===== src/rtl/alu_8bit.sv =====
// Registered 8-bit ALU: 16 operations selected by ALU_Sel, result and carry
// captured on the rising clock edge, one cycle after the operands are sampled.
module alu_8bit #(
  parameter int WIDTH = 8
) (
  input  logic             clk,
  input  logic             rst,
  input  logic [WIDTH-1:0] A,
  input  logic [WIDTH-1:0] B,
  input  logic [3:0]       ALU_Sel,
  output logic [WIDTH-1:0] ALU_Out,
  output logic             CarryOut
);

  typedef enum logic [3:0] {
    OP_ADD  = 4'd0,
    OP_SUB  = 4'd1,
    OP_MUL  = 4'd2,
    OP_DIV  = 4'd3,
    OP_SHL  = 4'd4,
    OP_SHR  = 4'd5,
    OP_ROL  = 4'd6,
    OP_ROR  = 4'd7,
    OP_AND  = 4'd8,
    OP_OR   = 4'd9,
    OP_XOR  = 4'd10,
    OP_NOR  = 4'd11,
    OP_NAND = 4'd12,
    OP_XNOR = 4'd13,
    OP_GT   = 4'd14,
    OP_EQ   = 4'd15
  } op_e;

  op_e              op;
  logic [WIDTH:0]   sum;
  logic [WIDTH-1:0] result;
  logic             carry;

  assign op  = op_e'(ALU_Sel);
  assign sum = {1'b0, A} + {1'b0, B};

  // NOTE: every output of this block gets a default first, so no path can leave
  // a value unassigned and infer a latch.
  always_comb begin
    result = sum[WIDTH-1:0];
    carry  = 1'b0;
    case (op)
      OP_ADD: begin
        result = sum[WIDTH-1:0];
        carry  = sum[WIDTH];
      end
      OP_SUB:  result = A - B;
      OP_MUL:  result = A * B;  // low half of the product only
      OP_DIV:  result = (B == '0) ? '1 : A / B;
      OP_SHL:  result = {A[WIDTH-2:0], 1'b0};
      OP_SHR:  result = {1'b0, A[WIDTH-1:1]};
      OP_ROL:  result = {A[WIDTH-2:0], A[WIDTH-1]};
      OP_ROR:  result = {A[0], A[WIDTH-1:1]};
      OP_AND:  result = A & B;
      OP_OR:   result = A | B;
      OP_XOR:  result = A ^ B;
      OP_NOR:  result = ~(A | B);
      OP_NAND: result = ~(A & B);
      OP_XNOR: result = ~(A ^ B);
      OP_GT:   result = {{(WIDTH-1){1'b0}}, (A > B)};
      OP_EQ:   result = {{(WIDTH-1){1'b0}}, (A == B)};
      default: begin
        result = sum[WIDTH-1:0];
        carry  = sum[WIDTH];
      end
    endcase
  end

  // NOTE: registered state uses non-blocking assignments so every flop samples
  // the pre-edge values, independent of statement order.
  always_ff @(posedge clk or posedge rst) begin
    if (rst) begin
      ALU_Out  <= '0;
      CarryOut <= 1'b0;
    end else begin
      ALU_Out  <= result;
      CarryOut <= carry;
    end
  end

endmodule


===== config.mk =====
export PLATFORM = sky130hd
export DESIGN_NAME = alu_8bit
export DESIGN_NICKNAME = d
export VERILOG_FILES = /design/src/rtl/alu_8bit.sv
export SDC_FILE = /design/constraint.sdc
export NUM_CORES = 1
export LEC_CHECK = 0
export BUFFER_PORTS_ARGS = -buffer_cell sky130_fd_sc_hd__buf_2
export CAP_MARGIN = 20
export CORE_MARGIN = 8
export CORE_UTILIZATION = 46
export DETAILED_ROUTE_END_ITERATION = 6
export PLACE_DENSITY = 0.61
export REMOVE_ABC_BUFFERS = 1
export SLEW_MARGIN = 20
export SYNTH_ARGS = -nofsm -noshare
export SYNTH_HDL_FRONTEND = slang
export SYNTH_SLANG_ARGS = --single-unit
export TNS_END_PERCENT = 100

===== constraint.sdc =====
create_clock -name clk -period 0.97 [get_ports clk]
set_clock_uncertainty 0.2 [all_clocks]
set_input_delay 0.0485 -clock clk [delete_from_list [all_inputs] [get_ports clk]]
set_output_delay 0.0485 -clock clk [all_outputs]
set_load 0.05 [all_outputs]

==> impl_metrics.py <==
metrics = {
    "status": {
        "status": "complete, but fails checks",
        "violations": "setup timing",
    },
    "synthesis": {
        "synth_edf_count": 0,
        "synth_ff_type": "dfrtp_1",
        "synth_seq_cells": 9,
        "ys_warn_count": 0,
        "ys_seq_area_frac": 0.05225,
        "avgSynthCellArea_um2": 7.445,
        "synthArstFlopShare": 1.000,
        "synthesis.area_um2": 4310,
        "synthCells": 579,
        "ys_types": 70,
    },
    "drt": {
        "dr.first_iter.drc_count": 709,
        "viasPerCell": 6.564,
        "wl_per_cell_um": 25.41,
        "drt_wl_total_um": 25380,
        "drcViolationCount": 0,
        "antenna_left": 0,
        "dr_total_vias": 6557,
        "drt_first_pass_iters": 7,
    },
    "clocking": {
        "cts_buffers": 3,
        "htree_levels": 1,
        "cts_tree": "done",
        "clock_sinks": 9,
        "clk_pin_slew_ps": 60,
        "clockRootBuffer": "clkbuf_8",
        "cts_max_path_buffers": 2,
    },
    "placement": {
        "port_buffers": 30,
        "dp_hpwl_um": 13220,
        "place_inst": 898,
        "place.gp.congestion": 0.9620,
    },
    "flow_run": {
        "drv_cap": 0,
    },
    "timing": {
        "final.setup.tns_ps": -50510,
        "max_slew_margin": 0.6149,
        "holdWs_ps": 126.8,
        "maxSlewViolCount": 0,
        "tightest_slew_ps": 573.2,
        "timing.fmax_mhz": 95.47,
        "min_period_ps": 10470,
        "fin_ws_ps": -9504,
        "hold_violations": 0,
        "setup_viol": 18,
        "period_share": 10.80,
        "rsz0062_at_grt": "yes",
    },
    "global_routing": {
        "grt_usage": 0.3129,
        "grt_remaining_overflow": 0,
        "grt_max_degree": 22,
        "grt_pass1_wl_um": 31980,
        "grt_pass1_vias": 6337,
        "antenna_found_initial": 0,
    },
    "floorplan": {
        "core_um2": 9153,
        "die_area_um2": 12720,
        "die_w_um": 112.8,
        "fp.dieH_um": 112.8,
        "pin_count": 31,
        "rows": 35,
        "initial_core_util": 0.4710,
    },
    "cells_and_area": {
        "final_nets": 1003,
        "layout-drive-gt1-share": 0.5175,
        "layout.cells.non_filler": 999,
        "syn_to_final_growth_pct": 82.61,
    },
    "pwr": {
        "vdd_drop_max_uv": 979.2,
        "power.leakage_uw": 0.003793,
        "power.density_nw_per_um2": 1003,
    },
    "setup_path": {
        "worstPathMaxFanout": 8,
        "slowest_delay_ps": 430,
        "cp.required_ps": 880,
        "crit_path_start_kind": "primary input",
        "criticalPathCategory": "in2reg",
        "end_kind": "flip-flop",
        "critPathSlowestCell": "nor4_4",
        "arrival_ps": 10390,
        "crit_top_cell": "a21oi_2",
    },
    "worst_hold_path": {
        "hp-class": "in2reg",
    },
}
[sequential cells by signal, indices dropped and copies added, names as in the netlist]
register  flops
ALU_Out       8
CarryOut      1
[power by group]
group | internal (uW) | switching, uW
clock | 288 | 170
combinational | 3420 | 3550
sequential | 431 | 28.8
[synthesized netlist by cell type (4+ instances only)]
master     instances  area (um^2)
ha_1              79        988.5
nor2_1            59        221.5
inv_1             56        210.2
a21oi_1           45        225.2
nand2_1           41        153.9
o21ai_0           29        145.1
xnor2_1           21        183.9
clkbuf_1          20        75.07
xor2_1            15        131.4
fa_1              14        280.3
nor3_1            14        70.07
mux2i_1           12        120.1
nand3_1           12        60.06
dfrtp_1            9        225.2
nor2b_1            9        56.30
o22ai_1            9        56.30
a21o_1             8        60.06
mux2_2             8        90.09
a211oi_1           7        52.55
a22oi_1            7        52.55
nand2b_1           7        43.79
o21a_1             6        45.04
a31oi_1            5        31.28
buf_2              5        25.02
o211ai_1           5        37.54
a221oi_1           4        35.03
a2bb2oi_1          4        35.03
and3_1             4        25.02
nor4_1             4        25.02
[placed cells by master (no fill, tap or decap), types with 7 or more instances in the layout]
master / count
buf_4: 246
ha_1: 59
buf_6: 57
nor2_1: 51
inv_1: 46
nand2_1: 38
a21oi_1: 24
o21ai_0: 21
ha_4: 19
buf_2: 18
xnor2_1: 17
a21oi_2: 16
xor2_1: 13
nand3_1: 12
mux2i_1: 11
fa_1: 11
nor3_1: 10
dfrtp_1: 9
inv_2: 9
a21o_1: 8
nor2b_1: 8
o22ai_1: 8
buf_12: 8
o21ai_2: 7
[final cells by class]
cell class	count	area, um^2
diodes	1	2.502
inverters	58	220.2
multi-input cells	484	4461
clock buffers	4	45.04
flip-flops and latches	9	225.2
well taps	111	138.9
fillers	449	1281
repair buffers	332	2779
[what timing repair did]
| action | in CTS | in global routing |
|---|---|---|
| hold buffers | 1 | 0 |
| buffers inserted | 72 | 27 |
| gates resized for setup | 170 | 57 |
| cloned | 0 | 0 |
| hold endpoints to repair | 9 | 0 |
| pin swaps | 82 | 54 |
| endpoints found under the setup margin | 18 | 18 |
[routing by layer]
layer  part of all wire  GRT usage
met5                  0          0
met4               0.10     0.2140
met3               0.13    0.04313
met2               0.43     0.5463
met1               0.34     0.3466
[cell families after synthesis]
family                     after synthesis  synth area share
AOI/OAI and AO/OA                      167            0.2650
xor gates and xnor gates                36           0.07315
adders and majority gates               93            0.2943
buffers and inverters                   86           0.07808
DFF                                      9           0.05225
muxes                                   21           0.05225
and+or+nand+nor                        167            0.1849
[stage by stage]
stage / total power [uW] / setup WS (ps) / utilization / area (um^2)
floorplan: 2975 / -9532 / - / 4192
global placement: 4819 / -8582 / 0.6626 / 6065
detailed placement: 4955 / -9021 / 0.6626 / 6065
CTS: 6728 / -7994 / 0.8103 / 7416
global route: 8172 / -9473 / 0.8597 / 7869
finish: 7894 / -9504 / 0.8600 / 7871
[final timing paths]
kind	from	endpoint	slack, ps	cells after the start
worst min-delay path	ALU_Sel[3]	ALU_Out[7]	130	3
max in group asynchronous	rst	ALU_Out[5]	140	3
worst max-delay path	B[7]	ALU_Out[0]	-9500	54
min in group asynchronous	rst	ALU_Out[1]	140	3
[worst max-delay path: cells and delay by family]
kind	cells	cell delay [ps]
AO/OA/AOI/OAI	25	4650
adder cells (fa/ha/maj)	7	2020
AND/OR/NAND/NOR	12	1840
multiplexers	1	320
XOR/XNOR	1	230
buffers and inverters	8	1200
(Power assumes the default switching activity.)
